`src/rtl/pl_stall_ctrl_pkg.sv`:
```
// -----------------------------------------------------------------------------
// pl_pkg -- shared definitions for the pipeline stall/flush controller.
//   mem_state_e      : data-memory handshake FSM states
//   FWD_RF/FWD_M/FWD_W : forward-select codes driven to the E-stage operand muxes
//   RESULT_SRC_LOAD  : result_src_e encoding that marks a load in E
// -----------------------------------------------------------------------------
package pl_pkg;

  typedef enum logic [1:0] {
    ST_IDLE = 2'b00,
    ST_WAIT = 2'b01,
    ST_ERR  = 2'b10
  } mem_state_e;

  localparam logic [1:0] FWD_RF = 2'b00;
  localparam logic [1:0] FWD_M  = 2'b10;
  localparam logic [1:0] FWD_W  = 2'b01;

  localparam logic [1:0] RESULT_SRC_LOAD = 2'b01;

endpackage

```
`src/rtl/pl_stall_ctrl_if.sv`:
```
// -----------------------------------------------------------------------------
// pl_stall_ctrl_if -- bundle between the pipeline datapath and the stall
// controller.
//   master : pipeline side; drives register indices, control bits and the
//            memory handshake, receives stall/flush/forward controls.
//   slave  : controller side (pl_stall_ctrl).
// -----------------------------------------------------------------------------
interface pl_stall_ctrl_if #(
  parameter int CNT_W = 16
);
  logic [4:0]       rs1_d, rs2_d;
  logic [4:0]       rs1_e, rs2_e;
  logic [4:0]       rd_e, rd_m, rd_w;
  logic [1:0]       result_src_e;
  logic             reg_write_m, reg_write_w;
  logic             pc_src_e;
  logic             mem_req_m, mem_ack;
  logic             stall_f, stall_d, stall_e, stall_m;
  logic             flush_d, flush_e, flush_w;
  logic [1:0]       forward_a_e, forward_b_e;
  logic             mem_err;
  logic [CNT_W-1:0] stall_cycles;

  modport master (
    output rs1_d, rs2_d, rs1_e, rs2_e, rd_e, rd_m, rd_w,
    output result_src_e, reg_write_m, reg_write_w, pc_src_e,
    output mem_req_m, mem_ack,
    input  stall_f, stall_d, stall_e, stall_m,
    input  flush_d, flush_e, flush_w,
    input  forward_a_e, forward_b_e, mem_err, stall_cycles
  );

  modport slave (
    input  rs1_d, rs2_d, rs1_e, rs2_e, rd_e, rd_m, rd_w,
    input  result_src_e, reg_write_m, reg_write_w, pc_src_e,
    input  mem_req_m, mem_ack,
    output stall_f, stall_d, stall_e, stall_m,
    output flush_d, flush_e, flush_w,
    output forward_a_e, forward_b_e, mem_err, stall_cycles
  );
endinterface

```
`src/rtl/pl_stall_ctrl_fwd_unit.sv`:
```
// -----------------------------------------------------------------------------
// fwd_unit -- operand forwarding select for one E-stage source register.
//   rs_e_i          : E-stage source index
//   rd_m_i, rd_w_i  : M / W destination indices
//   reg_write_m_i/w_i : M / W write enables
//   fwd_sel_o       : FWD_M, FWD_W or FWD_RF (M has priority, x0 never forwarded)
// -----------------------------------------------------------------------------
module fwd_unit
  import pl_pkg::*;
(
  input  logic [4:0] rs_e_i,
  input  logic [4:0] rd_m_i,
  input  logic [4:0] rd_w_i,
  input  logic       reg_write_m_i,
  input  logic       reg_write_w_i,
  output logic [1:0] fwd_sel_o
);

  // Priority select: the younger M result wins over W.
  always_comb begin
    fwd_sel_o = FWD_RF;
    if (reg_write_m_i && (rd_m_i != 5'd0) && (rd_m_i == rs_e_i)) begin
      fwd_sel_o = FWD_M;
    end else if (reg_write_w_i && (rd_w_i != 5'd0) && (rd_w_i == rs_e_i)) begin
      fwd_sel_o = FWD_W;
    end else begin
      fwd_sel_o = FWD_RF;
    end
  end

endmodule

```
`src/rtl/pl_stall_ctrl.sv`:
```
// -----------------------------------------------------------------------------
// pl_stall_ctrl -- hazard unit for a 5-stage pipeline.
//   clk, rst_n : clock, asynchronous active-low reset
//   bus        : pl_stall_ctrl_if.slave (indices, control, memory handshake in;
//                stall/flush/forward controls, mem_err, stall_cycles out)
// Stalls/flushes/forwards are combinational. A memory stall freezes the whole
// front of the pipe and bubbles W; it overrides load-use and branch handling.
// A memory access that sees no ack for MEM_TIMEOUT cycles (MEM_TIMEOUT >= 2)
// parks the FSM in ERR until reset.
// -----------------------------------------------------------------------------
module pl_stall_ctrl
  import pl_pkg::*;
#(
  parameter int MEM_TIMEOUT = 64,
  parameter int CNT_W       = 16
) (
  input  logic            clk,
  input  logic            rst_n,
  pl_stall_ctrl_if.slave  bus
);

  localparam int TO_W = $clog2(MEM_TIMEOUT + 1);
  // Last WAIT count before the timeout: the IDLE miss cycle plus WAIT counts
  // 0..MEM_TIMEOUT-2 add up to MEM_TIMEOUT unacknowledged cycles.
  localparam logic [TO_W-1:0] WAIT_LAST = TO_W'(MEM_TIMEOUT - 2);

  mem_state_e       state_q, state_d;
  logic [TO_W-1:0]  wait_cnt_q, wait_cnt_d;
  logic [CNT_W-1:0] stall_cnt_q, stall_cnt_d;
  logic             mem_stall_s;
  logic             lw_stall_s;
  logic             stall_fd_s, stall_em_s;
  logic             flush_d_s, flush_e_s, flush_w_s;

  fwd_unit u_fwd_a (
    .rs_e_i        (bus.rs1_e),
    .rd_m_i        (bus.rd_m),
    .rd_w_i        (bus.rd_w),
    .reg_write_m_i (bus.reg_write_m),
    .reg_write_w_i (bus.reg_write_w),
    .fwd_sel_o     (bus.forward_a_e)
  );

  fwd_unit u_fwd_b (
    .rs_e_i        (bus.rs2_e),
    .rd_m_i        (bus.rd_m),
    .rd_w_i        (bus.rd_w),
    .reg_write_m_i (bus.reg_write_m),
    .reg_write_w_i (bus.reg_write_w),
    .fwd_sel_o     (bus.forward_b_e)
  );

  // Memory FSM state, wait counter and stall-cycle counter registers.
  always_ff @(posedge clk or negedge rst_n) begin
    if (!rst_n) begin
      state_q     <= ST_IDLE;
      wait_cnt_q  <= {TO_W{1'b0}};
      stall_cnt_q <= {CNT_W{1'b0}};
    end else begin
      state_q     <= state_d;
      wait_cnt_q  <= wait_cnt_d;
      stall_cnt_q <= stall_cnt_d;
    end
  end

  // Memory FSM next state and the combinational memory-stall request.
  always_comb begin
    state_d     = state_q;
    wait_cnt_d  = wait_cnt_q;
    mem_stall_s = 1'b0;
    case (state_q)
      ST_IDLE: begin
        if (bus.mem_req_m && !bus.mem_ack) begin
          state_d     = ST_WAIT;
          wait_cnt_d  = {TO_W{1'b0}};
          mem_stall_s = 1'b1;
        end else begin
          state_d = ST_IDLE;
        end
      end
      ST_WAIT: begin
        if (bus.mem_ack) begin
          state_d = ST_IDLE;
        end else begin
          mem_stall_s = 1'b1;
          if (wait_cnt_q == WAIT_LAST) begin
            state_d = ST_ERR;
          end else begin
            wait_cnt_d = wait_cnt_q + TO_W'(1);
          end
        end
      end
      ST_ERR: begin
        mem_stall_s = 1'b1;
      end
      default: begin
        state_d = ST_IDLE;
      end
    endcase
  end

  // Load-use hazard; a taken branch in E squashes the dependent D instruction
  // anyway, so no stall is needed then.
  assign lw_stall_s = (bus.result_src_e == RESULT_SRC_LOAD) && (bus.rd_e != 5'd0) &&
                      ((bus.rd_e == bus.rs1_d) || (bus.rd_e == bus.rs2_d)) &&
                      !bus.pc_src_e;

  // Stall/flush arbitration: a memory stall holds everything and masks
  // branch/load-use flushes until the ack cycle.
  always_comb begin
    stall_fd_s = 1'b0;
    stall_em_s = 1'b0;
    flush_d_s  = 1'b0;
    flush_e_s  = 1'b0;
    flush_w_s  = 1'b0;
    if (mem_stall_s) begin
      stall_fd_s = 1'b1;
      stall_em_s = 1'b1;
      flush_w_s  = 1'b1;
    end else begin
      stall_fd_s = lw_stall_s;
      flush_d_s  = bus.pc_src_e;
      flush_e_s  = lw_stall_s || bus.pc_src_e;
    end
  end

  // Saturating count of cycles in which fetch is held.
  always_comb begin
    stall_cnt_d = stall_cnt_q;
    if (stall_fd_s && (stall_cnt_q != {CNT_W{1'b1}})) begin
      stall_cnt_d = stall_cnt_q + CNT_W'(1);
    end else begin
      stall_cnt_d = stall_cnt_q;
    end
  end

  assign bus.stall_f      = stall_fd_s;
  assign bus.stall_d      = stall_fd_s;
  assign bus.stall_e      = stall_em_s;
  assign bus.stall_m      = stall_em_s;
  assign bus.flush_d      = flush_d_s;
  assign bus.flush_e      = flush_e_s;
  assign bus.flush_w      = flush_w_s;
  assign bus.mem_err      = (state_q == ST_ERR);
  assign bus.stall_cycles = stall_cnt_q;

endmodule
```
`src/flat_wrapper.sv`:
```
// flat-port wrapper written by rule: the top's interface ports become plain ports
module pl_stall_ctrl_flat import pl_pkg::*;
#(
  parameter int MEM_TIMEOUT = 64,
  parameter int CNT_W       = 16
)
  (clk, rst_n, bus_rs1_d, bus_rs2_d, bus_rs1_e, bus_rs2_e, bus_rd_e, bus_rd_m, bus_rd_w, bus_result_src_e, bus_reg_write_m, bus_reg_write_w, bus_pc_src_e, bus_mem_req_m, bus_mem_ack, bus_stall_f, bus_stall_d, bus_stall_e, bus_stall_m, bus_flush_d, bus_flush_e, bus_flush_w, bus_forward_a_e, bus_forward_b_e, bus_mem_err, bus_stall_cycles);
  pl_stall_ctrl_if #(.CNT_W(CNT_W)) bus_i ();
  input  logic clk;
  input  logic rst_n;
  input wire logic [$bits(bus_i.rs1_d)-1:0] bus_rs1_d;
  input wire logic [$bits(bus_i.rs2_d)-1:0] bus_rs2_d;
  input wire logic [$bits(bus_i.rs1_e)-1:0] bus_rs1_e;
  input wire logic [$bits(bus_i.rs2_e)-1:0] bus_rs2_e;
  input wire logic [$bits(bus_i.rd_e)-1:0] bus_rd_e;
  input wire logic [$bits(bus_i.rd_m)-1:0] bus_rd_m;
  input wire logic [$bits(bus_i.rd_w)-1:0] bus_rd_w;
  input wire logic [$bits(bus_i.result_src_e)-1:0] bus_result_src_e;
  input wire logic [$bits(bus_i.reg_write_m)-1:0] bus_reg_write_m;
  input wire logic [$bits(bus_i.reg_write_w)-1:0] bus_reg_write_w;
  input wire logic [$bits(bus_i.pc_src_e)-1:0] bus_pc_src_e;
  input wire logic [$bits(bus_i.mem_req_m)-1:0] bus_mem_req_m;
  input wire logic [$bits(bus_i.mem_ack)-1:0] bus_mem_ack;
  output wire logic [$bits(bus_i.stall_f)-1:0] bus_stall_f;
  output wire logic [$bits(bus_i.stall_d)-1:0] bus_stall_d;
  output wire logic [$bits(bus_i.stall_e)-1:0] bus_stall_e;
  output wire logic [$bits(bus_i.stall_m)-1:0] bus_stall_m;
  output wire logic [$bits(bus_i.flush_d)-1:0] bus_flush_d;
  output wire logic [$bits(bus_i.flush_e)-1:0] bus_flush_e;
  output wire logic [$bits(bus_i.flush_w)-1:0] bus_flush_w;
  output wire logic [$bits(bus_i.forward_a_e)-1:0] bus_forward_a_e;
  output wire logic [$bits(bus_i.forward_b_e)-1:0] bus_forward_b_e;
  output wire logic [$bits(bus_i.mem_err)-1:0] bus_mem_err;
  output wire logic [$bits(bus_i.stall_cycles)-1:0] bus_stall_cycles;
  assign bus_i.rs1_d = bus_rs1_d;
  assign bus_i.rs2_d = bus_rs2_d;
  assign bus_i.rs1_e = bus_rs1_e;
  assign bus_i.rs2_e = bus_rs2_e;
  assign bus_i.rd_e = bus_rd_e;
  assign bus_i.rd_m = bus_rd_m;
  assign bus_i.rd_w = bus_rd_w;
  assign bus_i.result_src_e = bus_result_src_e;
  assign bus_i.reg_write_m = bus_reg_write_m;
  assign bus_i.reg_write_w = bus_reg_write_w;
  assign bus_i.pc_src_e = bus_pc_src_e;
  assign bus_i.mem_req_m = bus_mem_req_m;
  assign bus_i.mem_ack = bus_mem_ack;
  assign bus_stall_f = bus_i.stall_f;
  assign bus_stall_d = bus_i.stall_d;
  assign bus_stall_e = bus_i.stall_e;
  assign bus_stall_m = bus_i.stall_m;
  assign bus_flush_d = bus_i.flush_d;
  assign bus_flush_e = bus_i.flush_e;
  assign bus_flush_w = bus_i.flush_w;
  assign bus_forward_a_e = bus_i.forward_a_e;
  assign bus_forward_b_e = bus_i.forward_b_e;
  assign bus_mem_err = bus_i.mem_err;
  assign bus_stall_cycles = bus_i.stall_cycles;
  pl_stall_ctrl #(.MEM_TIMEOUT(MEM_TIMEOUT), .CNT_W(CNT_W)) u_core (.clk(clk), .rst_n(rst_n), .bus(bus_i));
endmodule
```
`config.mk`:
```
export PLATFORM = sky130hd
export DESIGN_NAME = pl_stall_ctrl_flat
export DESIGN_NICKNAME = d
export VERILOG_FILES = /design/src/rtl/pl_stall_ctrl_pkg.sv /design/src/rtl/pl_stall_ctrl_if.sv /design/src/rtl/pl_stall_ctrl_fwd_unit.sv /design/src/rtl/pl_stall_ctrl.sv /design/src/flat_wrapper.sv
export SDC_FILE = /design/constraint.sdc
export NUM_CORES = 1
export LEC_CHECK = 0
export BUFFER_PORTS_ARGS = -buffer_cell sky130_fd_sc_hd__clkbuf_2
export CORE_ASPECT_RATIO = 1.75
export CORE_UTILIZATION = 45
export DETAILED_ROUTE_END_ITERATION = 10
export PLACE_DENSITY = 0.75
export RECOVER_POWER = 25
export SYNTH_ARGS = -nofsm -noshare
export SYNTH_HDL_FRONTEND = slang
export SYNTH_HIERARCHICAL = 1
export SYNTH_SLANG_ARGS = --single-unit
```
`constraint.sdc`:
```
create_clock -name clk -period 4.95 [get_ports clk]
set_input_delay 0.2475 -clock clk [delete_from_list [all_inputs] [get_ports clk]]
set_output_delay 0.2475 -clock clk [all_outputs]
set_load 0.02 [all_outputs]
```
# Yosys cells after proc, flatten, opt, wreduce, memory -nomap -nowiden
# Cells that the tools add are included.
[word_totals]
in_bits = 44
regBits = 25
out_inout_bits = 28
word_cells = 62
[op_classes]
n_bitwise = 1
n_addsub = 2
n_reduce_logical = 22
n_mux = 19
n_eq_ne = 15
[op_table]
columns = ["op", "count"]
rows = [
  ["5-bit equality test", 6],
  ["7-bit 2-to-1 mux", 3],
  ["16-bit by 1-bit adder with 16-bit output, second input constant", 1],
  ["16-bit != test, second input constant", 1],
  ["5-bit nonzero test", 3],
  ["7-bit case mux with 2 select lines", 1],
  ["1-bit logical AND", 11],
  ["1-bit 2-to-1 mux", 9],
  ["2-bit 2-to-1 mux", 4],
  ["7-bit by 1-bit adder with 7-bit output, second input constant", 1],
  ["7-bit by 6-bit equality test with 1-bit output, second input constant", 1],
  ["2-bit case mux with 3 select lines", 1],
  ["2-bit by 1-bit equality test with 1-bit output, second input constant", 2],
  ["2-bit != test, second input constant", 2],
  ["4-bit AND reduction", 1],
  ["3-bit by 2-bit != test with 1-bit output, second input constant", 1],
  ["1-bit case mux with 3 select lines", 1],
  ["2-bit equality test, second input constant", 1],
  ["1-bit logical NOT", 2],
  ["2-bit logical NOT", 1],
  ["1-bit logical OR", 2],
  ["2-bit by 1-bit != test with 1-bit output, second input constant", 1],
  ["2-bit AND reduction", 1],
  ["2-bit nonzero test", 1],
  ["1-bit inverter", 1],
]

# Logic depth before layout (Yosys ltp)
[logic_depth]
word_depth = 6
ltp_mapped = 7
mapped_depth_nobuf = 7

# Cells and area by module
# The synthesis kept the hierarchy.
[by_module_without_submodules]
columns = ["module", "cells_each", "seq_area_each_um2", "n_inst", "area_each_um2"]
rows = [
  ["pl_stall_ctrl", 139, 625.6, 1, 1515.2],
  ["fwd_unit", 20, 0.0, 2, 151.4],
]

# Worst setup path after synthesis
# OpenSTA, ideal clock, no wires.
[synth_path]
path_type = "flip-flop to flip-flop"
startpoint = "reg u_core.stall_cnt_q[0] (netlist: u_core/bus.stall_cycles[0])"
endpoint = "reg u_core.stall_cnt_q[5] (netlist: u_core/bus.stall_cycles[5])"
path_stages_with_launch = 8
setup_slack_ns = 3.102
setup_time_ns = 0.130
t_arrival_ns = 1.718
required_ns = 4.820
period_less_slack_ns = 1.848
n_path_buf = 0
cell_sequence = "dfrtp_1 ha_1 and2_1 nor2b_1 nand2b_4 and4_4 nand4_1 xnor2_1"
[synth_via]
elab_chain_cells = 2
word_cells_on_any_way = 3
cone_classes = "add/sub: 1; eq/ne: 1; reduce/logical: 1"
[synth_rtl]
columns = ["element", "line", "text"]
rows = [
  ["start, declared", "pl_stall_ctrl.sv:29", "logic [CNT_W-1:0] stall_cnt_q, stall_cnt_d;"],
  ["start signal, assigned", "pl_stall_ctrl.sv:58", "stall_cnt_q <= {CNT_W{1'b0}};"],
  ["start signal, assigned", "pl_stall_ctrl.sv:62", "stall_cnt_q <= stall_cnt_d;"],
  ["parallel branches: the longest is 2 deep, another holds 16-bit by 1-bit adder with 16-bit output", "-", ""],
]
# Several ways; the timed one is not identified.
# A chain may end at the register's enable or synchronous reset.

# Worst setup path in the final report
[layout_path]
startpoint = "in bus_rd_e[2]"
endpoint = "out bus_stall_f"
[layout_via]
elab_chain_cells = 5
word_cells_on_any_way = 8
cone_classes = "eq/ne: 2; mux: 1; reduce/logical: 5"
[layout_rtl]
columns = ["element", "line", "text"]
rows = [
  ["start, declared", "flat_wrapper.sv:15", "input wire logic [$bits(bus_i.rd_e)-1:0] bus_rd_e;"],
  ["5-bit equality test / 5-bit nonzero test (equally long branches)", "pl_stall_ctrl.sv:105, pl_stall_ctrl.sv:104", ""],
  ["1-bit logical OR / 1-bit logical AND (equally long branches)", "pl_stall_ctrl.sv:105, pl_stall_ctrl.sv:104", ""],
  ["1-bit logical AND *", "pl_stall_ctrl.sv:104", "assign lw_stall_s = (bus.result_src_e == RESULT_SRC_LOAD) && (bus.rd_e != 5'd0) &&"],
  ["1-bit logical AND *", "pl_stall_ctrl.sv:105", "((bus.rd_e == bus.rs1_d) || (bus.rd_e == bus.rs2_d)) &&"],
  ["1-bit 2-to-1 mux *", "pl_stall_ctrl.sv:116", "if (mem_stall_s) begin"],
  ["end, declared", "flat_wrapper.sv:24", "output wire logic [$bits(bus_i.stall_f)-1:0] bus_stall_f;"],
]
# Every way passes the cells marked *; elsewhere a longest branch is shown, timed or not.

==> results_dict.tcl <==
set metrics [dict create \
    cts_buffers 3 \
    synth_ff_type "dfrtp_1" \
    start_kind "input pin" \
    cap_viol_max_count 0 \
    crit_required_ns 4.70 \
    grt_setup_unrepaired "false" \
    first_pass_iters 3 \
    port_buffers 71 \
    synth_area_per_cell_um2 10.2 \
    synth-xor-area-share_pct 23.4 \
    core_region_area_um2 3870 \
    synthMuxAreaShare_pct 0.619 \
    dp.cells 294 \
    power.switching_mw 0.235 \
    min_period_over_period_pct 43.3 \
    clk_pin_slew_worst_paths_ns 0.08 \
    dieArea_um2 4310 \
    p_per_area_nw_per_um2 274 \
    fin_util_pct 58.4 \
    routabilityCongestion 0.784 \
    fin_tns_setup_ns 0 \
    start_util_pct 47.0 \
    ioPinCount 72 \
    drc 0 \
    drv_slew 0 \
    synthesis.area_um2 1820 \
    relSlewSlack_pct 9.81 \
    die_h_um 86.1 \
    critPathKind "input pin to output port" \
    cts_setup_buffers 0 \
    synth_cells 179 \
    clk-insertion-delay-late_ns 0.27 \
    ys_types 39 \
    cts_root_buf "clkbuf_8" \
    vias 1551 \
    viasPerCell 5.19 \
    synthAdderAreaFrac_pct 2.06 \
    layout-drive-gt1-share_pct 40.2 \
    post_dp_cell_area_um2 2200 \
    htreeDepth 1 \
    pwr-share-comb_pct 34.8 \
    stdcell_area_um2 2260 \
    tightestPinTransition_ns 1.35 \
    grt_max_degree 26 \
    peakVddDrop_uv 250 \
    ys.warnings.count 6 \
    grt_pass1_vias 1617 \
    seqPwrFrac_pct 45.5 \
    switching_share_pct 38.1 \
    clock_skew_ns 0.00419 \
    synth_compound_area_share_pct 7.30 \
    drtIter0Drc 25 \
    finalSetupViolations 0 \
    max_freq_mhz 466 \
    cts_tree "built" \
    nets 299 \
    grt_pass1_wl_mm 6.71 \
    antenna_left 0 \
    synth_top_family_by_area "simple AND/OR/NAND/NOR gates" \
    wl_mm 3.89 \
    synth-simple-area-share_pct 29.9 \
    total_power_mw 0.618 \
    power_leakage_nw 1.08 \
    synth_edf_count 0 \
    cp_data_arrival_time_ns 1.90 \
    end_kind "output port" \
    clockBufferDepth 2 \
    avgRoutedWirePerCell_um 13.0 \
    async_flop_share_pct 100 \
    grtUsageTotal_pct 20.1 \
    fillers 372 \
    grt_antenna_before_repair 0 \
    internal-power_mw 0.383 \
    crit_fanout 17 \
    cts.sinks 25 \
    pwr-share-clk_pct 19.7 \
    syn-num-nets 226 \
    fp-row-count 30 \
    ys_seq_area_share_pct 34.4 \
    outcome "complete, no violations" \
    finalHoldViolCount 0 \
    final_cells 299 \
    syn_to_final_growth_pct 24.2 \
    final.min_clock_period_ns 2.15 \
    fp.dieW_um 50.0 \
    yosys_register_bits 25 \
    gr-total-overflow 0 \
    hpwl_mm 3.30 \
    hold_class "input pin to register" \
    antennaDiodeCount 0 \
]
[synthesized netlist by cell type (3+ instances only)]
cell     count  area share (%)
a21oi_1      3            0.83
and4_1       3             1.4
buf_4        3             1.2
dfrtp_1     25              34
ha_1         3             2.1
nand2_1     16             3.3
nand3_1     10             2.8
nand3_2      3             1.7
nand4_1      6             2.1
nor2_1      14             2.9
nor2b_1      4             1.4
nor3_1       5             1.4
nor3_2       4             2.2
nor3b_2      3             2.1
xnor2_1     19             9.2
xnor2_2      3             2.7
xor2_1      24              12
[per-layer routing]
| layer | vias to the layer above | track usage (%) | part of all wire, % |
|---|---|---|---|
| met5 | - | 0 | 0 |
| met4 | 0 | 7.79 | 1.4 |
| met3 | 4 | 1.77 | 3.4 |
| met2 | 39 | 41.3 | 60 |
| met1 | 739 | 19.2 | 35 |
| li1 | 769 | - | - |
[power groups by stage]
| stage | clock network (mW) | registers [mW] | logic [mW] |
|---|---|---|---|
| after global placement | 0 | 0.284 | 0.213 |
| after global routing | 0.132 | 0.288 | 0.238 |
| after CTS | 0.126 | 0.281 | 0.218 |
| after floorplan | 0 | 0.305 | 0.114 |
| after detailed placement | 0 | 0.286 | 0.216 |
| final | 0.122 | 0.281 | 0.215 |
[cell families (layout without fill, tap and decap cells)]
group / after synthesis / in the layout
simple gates: 85 / 85
xor+xnor: 46 / 46
flops: 25 / 25
compound gates: 13 / 13
buf+inv: 6 / 78
fa+ha+maj: 3 / 3
mux: 1 / 1
[timing repair]
action / in CTS / in global routing
endpoints found under the setup margin: 0 / 0
gates resized for setup: 0 / 0
hold endpoints to repair: 25 / 0
hold buffers: 1 / 0
[state kept, by name, indices dropped and copies added (netlist names)]
register / flops
u_core/wait_cnt_q: 7
u_core/state_q: 2
u_core/bus.stall_cycles: 16
[placed cells by master (no fill, tap or decap), types with 2 or more instances in the layout]
master    count
a211oi_2      2
and2_1        2
clkbuf_8      3
xor2_1       24
o41ai_2       2
clkbuf_2     70
nand3b_1      2
xnor2_1      19
a21oi_1       3
nor3b_2       3
xnor2_2       3
ha_1          3
nand4_4       2
nand4_1       6
nor4_1        2
and4_1        3
o21ai_0       2
nand3_2       3
nand2_1      16
and3_1        2
dfrtp_1      25
nand3_1      10
nor3_1        5
nor2b_1       4
inv_1         2
nor3_2        4
nor2_1       14
[final timing paths]
kind                                        startpoint                     endpoint  slack (ns)  cells after the start
min in group asynchronous                        rst_n   u_core/bus.stall_cycles[7]        0.82                      2
setup / recovery                           bus_rd_e[2]                  bus_stall_f        2.80                      6
hold reg to reg            u_core/bus.stall_cycles[10]  u_core/bus.stall_cycles[10]        0.49                      1
hold / removal                           bus_mem_req_m            u_core/state_q[0]        0.30                      3
setup reg to reg                     u_core/state_q[0]   u_core/bus.stall_cycles[1]        3.05                      5
max in group asynchronous                        rst_n         u_core/wait_cnt_q[6]        3.34                      2
[cell type report]
cell class / instances / area [um2] / area share [%]
multi-input cells: 148 / 1150 / 51.0
flip-flops and latches: 25 / 626 / 27.7
repair buffers: 72 / 364 / 16.1
well taps: 48 / 60.1 / 2.66
clock buffers: 3 / 41.3 / 1.83
clock inverters: 1 / 7.51 / 0.333
inverters: 2 / 7.51 / 0.333
[stage by stage]
stage	hold slack (ns)	setup slack, ns
6_report	0.304	2.80
3_3_place_gp	0.287	2.77
3_5_place_dp	0.289	2.75
4_1_cts	0.301	2.78
5_1_grt	0.351	2.63
2_1_floorplan	-0.0481	3.10
[worst max-delay path: stages]
cell      delay, ns
clkbuf_2       0.11
xor2_1         0.17
nor3_2         0.19
a22oi_2        0.12
o31ai_4        0.75
clkbuf_2       0.30
Note: power is estimated with default switching activity, not from simulation.
